`src/rtl/precision_pkg.sv`:
```
// Shared float/fixed format constants, the FIXED_II_FF fraction parser and the
// converter state encoding.
package precision_pkg;

  localparam int HALF_EXP_BITS    = 5;
  localparam int HALF_MANT_BITS   = 10;
  localparam int HALF_BIAS        = 15;
  localparam int SINGLE_EXP_BITS  = 8;
  localparam int SINGLE_MANT_BITS = 23;
  localparam int SINGLE_BIAS      = 127;

  // Format strings are always 11 chars ("FIXED_II_FF"); the low byte is the last char.
  function automatic int frac_of(input logic [87:0] fmt);
    return 10 * (int'(fmt[15:8]) - 48) + (int'(fmt[7:0]) - 48);
  endfunction

  typedef logic [2:0] state_t;
  localparam state_t S_IDLE   = 3'd0;
  localparam state_t S_LOAD   = 3'd1;
  localparam state_t S_SHIFT  = 3'd2;
  localparam state_t S_FINISH = 3'd3;
  localparam state_t S_HOLD   = 3'd4;

endpackage

```
`src/rtl/float_to_fixed_if.sv`:
```
// Valid/ready bus of the float-to-fixed converter: float words in, fixed results
// plus status flags out.
interface float_to_fixed_if #(
  parameter int IN_BITS  = 16,
  parameter int OUT_BITS = 16
);
  logic                in_valid;
  logic                in_ready;
  logic [IN_BITS-1:0]  in_data;
  logic                out_valid;
  logic                out_ready;
  logic [OUT_BITS-1:0] out_data;
  logic                out_ovf;
  logic                out_nan;
  logic                out_inexact;

  modport master (
    output in_valid, in_data, out_ready,
    input  in_ready, out_valid, out_data, out_ovf, out_nan, out_inexact
  );

  modport slave (
    input  in_valid, in_data, out_ready,
    output in_ready, out_valid, out_data, out_ovf, out_nan, out_inexact
  );
endinterface

```
`src/rtl/fp_unpack.sv`:
```
// Combinational IEEE-754 field splitter and classifier.
module fp_unpack #(
  parameter int EXP_BITS  = 5,
  parameter int MANT_BITS = 10,
  parameter int BIAS      = 15
) (
  input  logic [EXP_BITS+MANT_BITS:0]  word,
  output logic                         sign,
  output logic signed [EXP_BITS+1:0]   exp_unb,
  output logic [MANT_BITS:0]           mant_h,
  output logic                         is_zero,
  output logic                         is_denorm,
  output logic                         is_inf,
  output logic                         is_nan
);
  localparam logic signed [EXP_BITS+1:0] BIAS_S = BIAS[EXP_BITS+1:0];

  logic [EXP_BITS-1:0]  exp_raw;
  logic [MANT_BITS-1:0] frac;
  logic                 exp_max, exp_zero, frac_nz;

  assign sign     = word[EXP_BITS+MANT_BITS];
  assign exp_raw  = word[EXP_BITS+MANT_BITS-1:MANT_BITS];
  assign frac     = word[MANT_BITS-1:0];
  assign exp_max  = &exp_raw;
  assign exp_zero = ~|exp_raw;
  assign frac_nz  = |frac;

  assign exp_unb   = $signed({2'b00, exp_raw}) - BIAS_S;
  assign mant_h    = {~exp_zero, frac};
  assign is_nan    = exp_max & frac_nz;
  assign is_inf    = exp_max & ~frac_nz;
  assign is_zero   = exp_zero & ~frac_nz;
  assign is_denorm = exp_zero & frac_nz;
endmodule

```
`src/rtl/float_to_fixed.sv`:
```
// Serial HALF/SINGLE float to signed fixed-point converter; one shift per cycle,
// truncating toward zero and saturating on overflow.
module float_to_fixed
  import precision_pkg::*;
#(
  parameter string       IN_PRECISION  = "HALF",
  parameter logic [87:0] OUT_PRECISION = "FIXED_08_08",
  parameter int          IN_BITS       = 16,
  parameter int          OUT_BITS      = 16
) (
  input logic            clk,
  input logic            rst_n,
  float_to_fixed_if.slave io
);
  localparam bit IS_SINGLE = (IN_PRECISION == "SINGLE");
  localparam int EXP_BITS  = IS_SINGLE ? SINGLE_EXP_BITS : HALF_EXP_BITS;
  localparam int MANT_BITS = IS_SINGLE ? SINGLE_MANT_BITS : HALF_MANT_BITS;
  localparam int BIAS      = IS_SINGLE ? SINGLE_BIAS : HALF_BIAS;
  localparam int FRAC      = frac_of(OUT_PRECISION);
  localparam int MAG_W     = (OUT_BITS > MANT_BITS + 1) ? OUT_BITS : MANT_BITS + 1;
  localparam int CNT_W     = $clog2(MAG_W + 1);

  localparam logic [OUT_BITS-1:0] SAT_POS = {1'b0, {(OUT_BITS-1){1'b1}}};
  localparam logic [OUT_BITS-1:0] SAT_NEG = {1'b1, {(OUT_BITS-1){1'b0}}};

  state_t              state_q, state_d;
  logic [IN_BITS-1:0]  word_q, word_d;
  logic [MAG_W-1:0]    mag_q, mag_d;
  logic [CNT_W-1:0]    count_q, count_d;
  logic                shl_q, shl_d;
  logic                ovf_q, ovf_d, nan_q, nan_d, inexact_q, inexact_d;
  logic                rdy_q, rdy_d;
  logic [OUT_BITS-1:0] out_data_q, out_data_d;
  logic                out_ovf_q, out_ovf_d, out_nan_q, out_nan_d;
  logic                out_inexact_q, out_inexact_d;

  logic                     sign, is_zero, is_denorm, is_inf, is_nan;
  logic signed [EXP_BITS+1:0] exp_unb;
  logic [MANT_BITS:0]       mant_h;
  logic [OUT_BITS-1:0]      mag_o;
  int                       p, s;

  fp_unpack #(.EXP_BITS(EXP_BITS), .MANT_BITS(MANT_BITS), .BIAS(BIAS)) u_unpack (
    .word(word_q), .sign(sign), .exp_unb(exp_unb), .mant_h(mant_h),
    .is_zero(is_zero), .is_denorm(is_denorm), .is_inf(is_inf), .is_nan(is_nan)
  );

  // p is the bit position of the hidden one in the fixed result; s is the shift
  // that moves the mantissa LSB-aligned value there.
  assign p     = int'(exp_unb) + FRAC;
  assign s     = p - MANT_BITS;
  assign mag_o = mag_q[OUT_BITS-1:0];

  always_comb begin
    state_d       = state_q;
    word_d        = word_q;
    mag_d         = mag_q;
    count_d       = count_q;
    shl_d         = shl_q;
    ovf_d         = ovf_q;
    nan_d         = nan_q;
    inexact_d     = inexact_q;
    out_data_d    = out_data_q;
    out_ovf_d     = out_ovf_q;
    out_nan_d     = out_nan_q;
    out_inexact_d = out_inexact_q;
    case (state_q)
      S_IDLE: if (rdy_q && io.in_valid) begin
        word_d    = io.in_data;
        ovf_d     = 1'b0;
        nan_d     = 1'b0;
        inexact_d = 1'b0;
        state_d   = S_LOAD;
      end
      S_LOAD: begin
        mag_d   = '0;
        state_d = S_FINISH;
        if (is_nan) nan_d = 1'b1;
        else if (is_inf) ovf_d = 1'b1;
        else if (is_zero || is_denorm) inexact_d = is_denorm;
        else if (p >= OUT_BITS - 1) ovf_d = 1'b1;
        else if (p < 0) inexact_d = 1'b1;
        else begin
          mag_d   = MAG_W'(mant_h);
          count_d = CNT_W'((s < 0) ? -s : s);
          shl_d   = (s > 0);
          if (s != 0) state_d = S_SHIFT;
        end
      end
      S_SHIFT: begin
        if (shl_q) mag_d = mag_q << 1;
        else begin
          mag_d = mag_q >> 1;
          if (mag_q[0]) inexact_d = 1'b1;
        end
        count_d = count_q - 1'b1;
        if (count_q == CNT_W'(1)) state_d = S_FINISH;
      end
      S_FINISH: begin
        if (nan_q) out_data_d = '0;
        else if (ovf_q) out_data_d = sign ? SAT_NEG : SAT_POS;
        else out_data_d = sign ? -mag_o : mag_o;
        out_ovf_d     = ovf_q;
        out_nan_d     = nan_q;
        out_inexact_d = inexact_q;
        state_d       = S_HOLD;
      end
      S_HOLD: if (io.out_ready) state_d = S_IDLE;
      default: state_d = S_IDLE;
    endcase
    rdy_d = (state_d == S_IDLE);
  end

  always_ff @(posedge clk or negedge rst_n) begin
    if (!rst_n) begin
      state_q       <= S_IDLE;
      word_q        <= '0;
      mag_q         <= '0;
      count_q       <= '0;
      shl_q         <= 1'b0;
      ovf_q         <= 1'b0;
      nan_q         <= 1'b0;
      inexact_q     <= 1'b0;
      rdy_q         <= 1'b0;
      out_data_q    <= '0;
      out_ovf_q     <= 1'b0;
      out_nan_q     <= 1'b0;
      out_inexact_q <= 1'b0;
    end else begin
      state_q       <= state_d;
      word_q        <= word_d;
      mag_q         <= mag_d;
      count_q       <= count_d;
      shl_q         <= shl_d;
      ovf_q         <= ovf_d;
      nan_q         <= nan_d;
      inexact_q     <= inexact_d;
      rdy_q         <= rdy_d;
      out_data_q    <= out_data_d;
      out_ovf_q     <= out_ovf_d;
      out_nan_q     <= out_nan_d;
      out_inexact_q <= out_inexact_d;
    end
  end

  assign io.in_ready    = rdy_q;
  assign io.out_valid   = (state_q == S_HOLD);
  assign io.out_data    = out_data_q;
  assign io.out_ovf     = out_ovf_q;
  assign io.out_nan     = out_nan_q;
  assign io.out_inexact = out_inexact_q;
endmodule

```
`src/flat_wrapper.sv`:
```
// flat-port wrapper written by rule: the top's interface ports become plain ports
module float_to_fixed_flat import precision_pkg::*;
#(
  parameter string       IN_PRECISION  = "    ",
  parameter logic [87:0] OUT_PRECISION = "           ",
  parameter int          IN_BITS       = 16,
  parameter int          OUT_BITS      = 16
)
  (clk, rst_n, io_in_valid, io_in_data, io_out_ready, io_in_ready, io_out_valid, io_out_data, io_out_ovf, io_out_nan, io_out_inexact);
  float_to_fixed_if #(.IN_BITS(IN_BITS), .OUT_BITS(OUT_BITS)) io_i ();
  input logic clk;
  input logic rst_n;
  input wire logic [$bits(io_i.in_valid)-1:0] io_in_valid;
  input wire logic [$bits(io_i.in_data)-1:0] io_in_data;
  input wire logic [$bits(io_i.out_ready)-1:0] io_out_ready;
  output wire logic [$bits(io_i.in_ready)-1:0] io_in_ready;
  output wire logic [$bits(io_i.out_valid)-1:0] io_out_valid;
  output wire logic [$bits(io_i.out_data)-1:0] io_out_data;
  output wire logic [$bits(io_i.out_ovf)-1:0] io_out_ovf;
  output wire logic [$bits(io_i.out_nan)-1:0] io_out_nan;
  output wire logic [$bits(io_i.out_inexact)-1:0] io_out_inexact;
  assign io_i.in_valid = io_in_valid;
  assign io_i.in_data = io_in_data;
  assign io_i.out_ready = io_out_ready;
  assign io_in_ready = io_i.in_ready;
  assign io_out_valid = io_i.out_valid;
  assign io_out_data = io_i.out_data;
  assign io_out_ovf = io_i.out_ovf;
  assign io_out_nan = io_i.out_nan;
  assign io_out_inexact = io_i.out_inexact;
  float_to_fixed #(.IN_PRECISION(IN_PRECISION), .OUT_PRECISION(OUT_PRECISION), .IN_BITS(IN_BITS), .OUT_BITS(OUT_BITS)) u_core (.clk(clk), .rst_n(rst_n), .io(io_i));
endmodule
```
`config.mk`:
```
export PLATFORM = sky130hd
export DESIGN_NAME = float_to_fixed_flat
export DESIGN_NICKNAME = d
export VERILOG_FILES = /design/src/rtl/precision_pkg.sv /design/src/rtl/float_to_fixed_if.sv /design/src/rtl/fp_unpack.sv /design/src/rtl/float_to_fixed.sv /design/src/flat_wrapper.sv
export SDC_FILE = /design/constraint.sdc
export NUM_CORES = 1
export LEC_CHECK = 0
export BUFFER_PORTS_ARGS = -buffer_cell sky130_fd_sc_hd__buf_4
export CORE_MARGIN = 2
export CORE_UTILIZATION = 30
export CTS_CLUSTER_DIAMETER = 60
export DETAILED_ROUTE_END_ITERATION = 8
export HOLD_SLACK_MARGIN = 0.06
export PLACE_DENSITY = 0.53
export SYNTH_ARGS = -nofsm -noshare
export SYNTH_HDL_FRONTEND = slang
export SYNTH_SLANG_ARGS = --single-unit
```
`constraint.sdc`:
```
create_clock -name clk -period 2.4 [get_ports clk]
set_input_delay 0.12 -clock clk [delete_from_list [all_inputs] [get_ports clk]]
set_output_delay 0.12 -clock clk [all_outputs]
set_load 0.01 [all_outputs]
```
# [After elaboration in Yosys (flattened, before gate mapping)]
# Index checks and enable logic that the tools add are counted.
[totals] in_bits=20 reg_bits=64 wordCells=113 out_inout_bits=21
[classes] bitwise_logic=10 magnitude_cmp=4 reduce_logical=18 mux=44 add_sub_neg=6 n_eq_ne=18
[op_table] cell="16-bit two-way mux" count=9
[op_table] cell="32-bit by 1-bit > comparator with 1-bit output, second input constant" count=1
[op_table] cell="32-bit by 1-bit < comparator with 1-bit output, second input constant" count=1
[op_table] cell="16-bit case mux with 2 select lines" count=1
[op_table] cell="32-bit nonzero test" count=1
[op_table] cell="5-bit two-way mux" count=6
[op_table] cell="3-bit two-way mux" count=8
[op_table] cell="16-bit negator" count=1
[op_table] cell="3-bit case mux with 5 select lines" count=1
[op_table] cell="1-bit two-way mux" count=14
[op_table] cell="2-bit inequality test, second input constant" count=6
[op_table] cell="6-bit AND reduction" count=2
[op_table] cell="11-bit two-way mux" count=1
[op_table] cell="10-bit by 5-bit subtractor with 11-bit output, second input constant" count=1
[op_table] cell="6-bit by 9-bit adder with 10-bit output, second input constant" count=1
[op_table] cell="10-bit by 5-bit greater-or-equal comparator with 1-bit output, second input constant" count=1
[op_table] cell="10-bit by 1-bit < comparator with 1-bit output, second input constant" count=1
[op_table] cell="5-bit case mux with 2 select lines" count=1
[op_table] cell="5-bit AND reduction" count=2
[op_table] cell="10-bit OR reduction" count=1
[op_table] cell="8-bit AND reduction" count=1
[op_table] cell="3-bit by 2-bit equality test with 1-bit output, second input constant" count=2
[op_table] cell="3-bit logical NOT" count=2
[op_table] cell="2-bit by 1-bit inequality test with 1-bit output, second input constant" count=3
[op_table] cell="other kinds (20)" count=32

# [Depth between registers and ports, before layout]
[logic_depth] word_depth=12 depth_mapped=7 ltp_nobuf=7

# [Hierarchy]
# From an unflattened synthesis, not the netlist that was laid out.
[unflattened] cells_unflattened=296 area_unflattened_um2=3115.5
[by_module_without_submodules] module="float_to_fixed" cells_each=264 seq_area_each_um2=1576.5 n_inst=1 area_each_um2=2872.8
[by_module_without_submodules] module="fp_unpack" cells_each=32 seq_area_each_um2=0.0 n_inst=1 area_each_um2=242.7

# [Worst setup path before layout]
# No wires, ideal clock.
[synth_timing] path_kind="register to register" startpoint="reg u_core.mag_q[4], in the netlist u_core.mag_o[4]" endpoint="reg u_core.out_data_q[11], in the netlist u_core.io.out_data[11]" slack_ps=776 required_time_ps=2323 stages_incl_launch_ff=7 period_less_slack_ps=1624 path_buffers=1 setup_ps=77 arrival_ps=1548 path_cell_list="dfrtp_1 or3_4 buf_6 o41ai_2 xnor2_1 nor2_1 o21ai_1"
[synth_between] elab_chain_cells=4
[synth_rtl] item="start, declared" line_no="float_to_fixed.sv:28" text="logic [MAG_W-1:0] mag_q, mag_d;"
[synth_rtl] item="start signal, assigned" line_no="float_to_fixed.sv:132" text="mag_q <= mag_d;"
[synth_rtl] item="16-bit negator" line_no="float_to_fixed.sv:102" text="else out_data_d = sign ? -mag_o : mag_o;"
[synth_rtl] item="16-bit two-way mux" line_no="float_to_fixed.sv:102"
[synth_rtl] item="16-bit two-way mux" line_no="float_to_fixed.sv:101" text="else if (ovf_q) out_data_d = sign ? SAT_NEG : SAT_POS;"
[synth_rtl] item="16-bit two-way mux" line_no="float_to_fixed.sv:100" text="if (nan_q) out_data_d = '0;"
[synth_rtl] item="end signal, assigned" line_no="float_to_fixed.sv:139" text="out_data_q <= out_data_d;"
[synth_rtl] item="end, declared" line_no="float_to_fixed.sv:33" text="logic [OUT_BITS-1:0] out_data_q, out_data_d;"
# No other way between the ends.
# A chain may end at the register's enable or synchronous reset.

# [Worst setup path in the final report]
[layout_timing] startpoint="reg u_core.mag_q[8], in the netlist u_core.mag_o[8]" endpoint="reg u_core.out_data_q[15], in the netlist u_core.io.out_data[15]"
# The elaborated chain is that of the path after synthesis.

==> flow_summary_export.csv <==
group,metric,value,unit
global_route,grt_pass1_vias,2102,
global_route,met2_usage,19.66,%
synthesis,yosysWarnings,0,
clock_network,cts_resized,0,
drt,dr.pass1.iters,4,
floorplanning,io_pins,41,
global_route,grt_antenna_before_repair,0,
global_route,grt_max_degree,64,
synthesis,syn_area,0.002920,mm²
drt,wl,6144,µm
floorplanning,initial_core_util,30.44,%
sta,fin_skew,6.459,ps
sta,final-max-slew-violation-count,0,
clock_network,cts_root_buffer,"clkbuf_8",
finish,area_growth_syn_to_layout,27.25,%
synthesis,synthTopCellsByCount,"dfrtp_1 (63), nand2_1 (25), nor2_1 (21)",
place,gp_congestion,0.7081,
floorplanning,dieArea,0.01054,mm²
finish,nets,350,
floorplanning,rows,36,
outcome,outcome,"finished clean",
place,place_hpwl,4183,µm
floorplanning,core,0.009594,mm²
floorplanning,dieHeight,102.7,µm
synthesis,async_flop_share,100.0,%
synthesis,synthAdderAreaFrac,2.571,%
synthesis,synth_area_leader_cell,"dfrtp_1",
sta,tightest_slew,802.4,ps
place,numPortBuffers,40,
synthesis,synth_top_area_share,53.98,%
synthesis,synth_top_family_by_area,"compound AO/OA/AOI/OAI gates",
sta,fmax,568.4,MHz
clock_network,insertion_delay,340,ps
synthesis,syn_avg_cell_area,11.06,µm²
global_route,grt_usage,13.04,%
clock_network,path_clk_slew,70,ps
clock_network,ctsLongestPathBuffers,2,
worst_setup_path,arrival,2010,ps
synthesis,ys_seq_area_share,53.98,%
place,place_inst,428,
worst_setup_path,reg2reg_slack,640,ps
power,peakVddDrop,0.4424,mV
finish,drive_gt1_share,26.44,%
run,max_cap_violations,0,
drt,vias,2122,
sta,hold_viol_final,0,
power,p_leak,1.705,nW
clock_network,cts_tree,"yes",
global_route,grt.met1_usage,17.30,%
finish,num_antenna_cells,0,
synthesis,synth_compound_area_share,14.57,%
global_route,grt_pass1_wl,10500,µm
drt,drt-vias-per-instance,4.593,
floorplanning,chipWidth,102.7,µm
sta,period_share,73.31,%
synthesis,yosys.area_share.simple,13.67,%
sta,slew_headroom,46.51,%
drt,routedWlPerCell,13.30,µm
finish,fin_cells,462,
drt,route.detailed.drc,0,
sta,fin_crit,1759,ps
synthesis,ys.flop_type,"dfrtp_1",
finish,fillers,959,
worst_setup_path,required,2650,ps
synthesis,synthMuxAreaShare,6.512,%
drt,antenna_left,0,
clock_network,numCtsBuffers,9,
min_path,hold_path_class,"primary input to flop",
synthesis,ys_types,42,
global_route,grt-ovfl-total,0,
drt,drtIter0Drc,124,
global_route,busiest_layer,"met2",
synthesis,syn_nets,290,
synthesis,yosys-top-cells-area,"dfrtp_1 (54%), mux2_2 (5.8%), xnor2_1 (4.5%), a22o_1 (3.9%), nand2_1 (3.2%)",
worst_setup_path,critPathLaunchType,"flop",
worst_setup_path,crit_type,"flop to flop",
synthesis,yosysMostFrequentCell,"dfrtp_1",
clock_network,cts.sinks,63,
sta,setup_viol,0,
power,power_density,1007,mW/mm²
synthesis,postSynthCellCount,264,
sta,rsz0062_at_grt,"no",
synthesis,synth_xor_area_share,5.099,%
synthesis,synth-seq-cells,63,
clock_network,htree_levels,3,
worst_setup_path,cp-end-kind,"flop",
sta,fin_tns_setup,0,ps
worst_setup_path,cp_max_fo,7,
global_route,met3_usage,5.220,%
synthesis,synth-edff-count,0,
==> registers in the layout (all words and copies together) (netlist names), 3 cells and up <==
name / count
u_core.io.out_data: 16
u_core.mag_o: 16
u_core.state_q: 3
u_core.count_q: 5
u_core.word_q: 16
==> final timing paths <==
check	cells after the start	end	startpoint
max reg2reg	5	u_core.io.out_data[15]	u_core.mag_o[8]
max	5	u_core.io.out_data[15]	u_core.mag_o[8]
min in group asynchronous	2	u_core.io.out_data[12]	rst_n
max in group asynchronous	2	u_core.count_q[0]	rst_n
min reg2reg	1	u_core.count_q[4]	u_core.count_q[4]
min	3	u_core.state_q[0]	io_in_valid
==> logic make-up (layout without fill, tap and decap cells) <==
group | count (synthesis) | after routing
buffers and inverters | 24 | 89
AND/OR/NAND/NOR | 79 | 79
adder cells (fa/ha/maj) | 6 | 6
flip-flops | 63 | 63
AO/OA/AOI/OAI | 58 | 58
XOR/XNOR | 17 | 17
multiplexers | 17 | 17
==> worst max-delay path: stages (launching register included) <==
cell     delay (ps)
dfrtp_1         420
or3_1           530
nor3_1          230
a31oi_1         120
xnor2_1         150
o31ai_1         210
==> placed cells by master, fill, tap and decap left out, drive strengths merged, types with 9 or more instances in the layout <==
master and n:
mux2 16, dfrtp 63, buf 45, nand2 25, dlygate4sd3 18, a22o 13
inv 11, nor2 21, clkbuf 9, o21ai 23, xnor2 15
==> per-layer routing <==
layer / part of all wire (%) / routed length, µm / up-vias
met5: 0 / 0 / -
met4: 0.86 / 53 / 0
met3: 4.4 / 271 / 7
met2: 47 / 2867 / 43
met1: 48 / 2950 / 1023
li1: - / - / 1049
==> metrics by stage <==
step / cell area [µm²] / utilization (%) / setup WS (ps) / total power, mW / hold slack, ps
after CTS: 3716 / 38.73 / 626.5 / 3.808 / 137.4
after global placement: 3363 / 35.05 / 678.0 / 2.925 / 259.1
after detailed placement: 3363 / 35.05 / 628.6 / 2.948 / 265.7
final: 3716 / 38.73 / 640.6 / 3.741 / 152.6
after global routing: 3716 / 38.73 / 490.3 / 4.035 / 163.3
after floorplan: 2920 / - / 775.8 / 2.427 / -175.6
==> report_power, final <==
group	leakage, nW	switching [mW]	internal, mW	total [mW]
Combinational	0.803	0.602	0.602	1.20
Clock	0.0776	0.439	0.373	0.812
Sequential	0.824	0.299	1.43	1.72
Total	1.70	1.34	2.40	3.74
==> area by class of cell <==
| cell class | count | area, µm² | share of cell area, % |
|---|---|---|---|
| clock buffer | 9 | 123.9 | 3.333 |
| clock inverter | 7 | 48.80 | 1.313 |
| inverter | 10 | 37.54 | 1.010 |
| multi-input combinational | 177 | 1245 | 33.50 |
| sequential | 63 | 1577 | 42.42 |
| tap | 133 | 166.4 | 4.478 |
| timing repair buffer | 63 | 518.0 | 13.94 |
==> repair_timing <==
item,4_1_cts,5_1_grt
setup buffers,0,0
endpoints found under the hold margin,80,0
hold buffers,18,0
No activity file was read; power rests on OpenSTA's default activity.
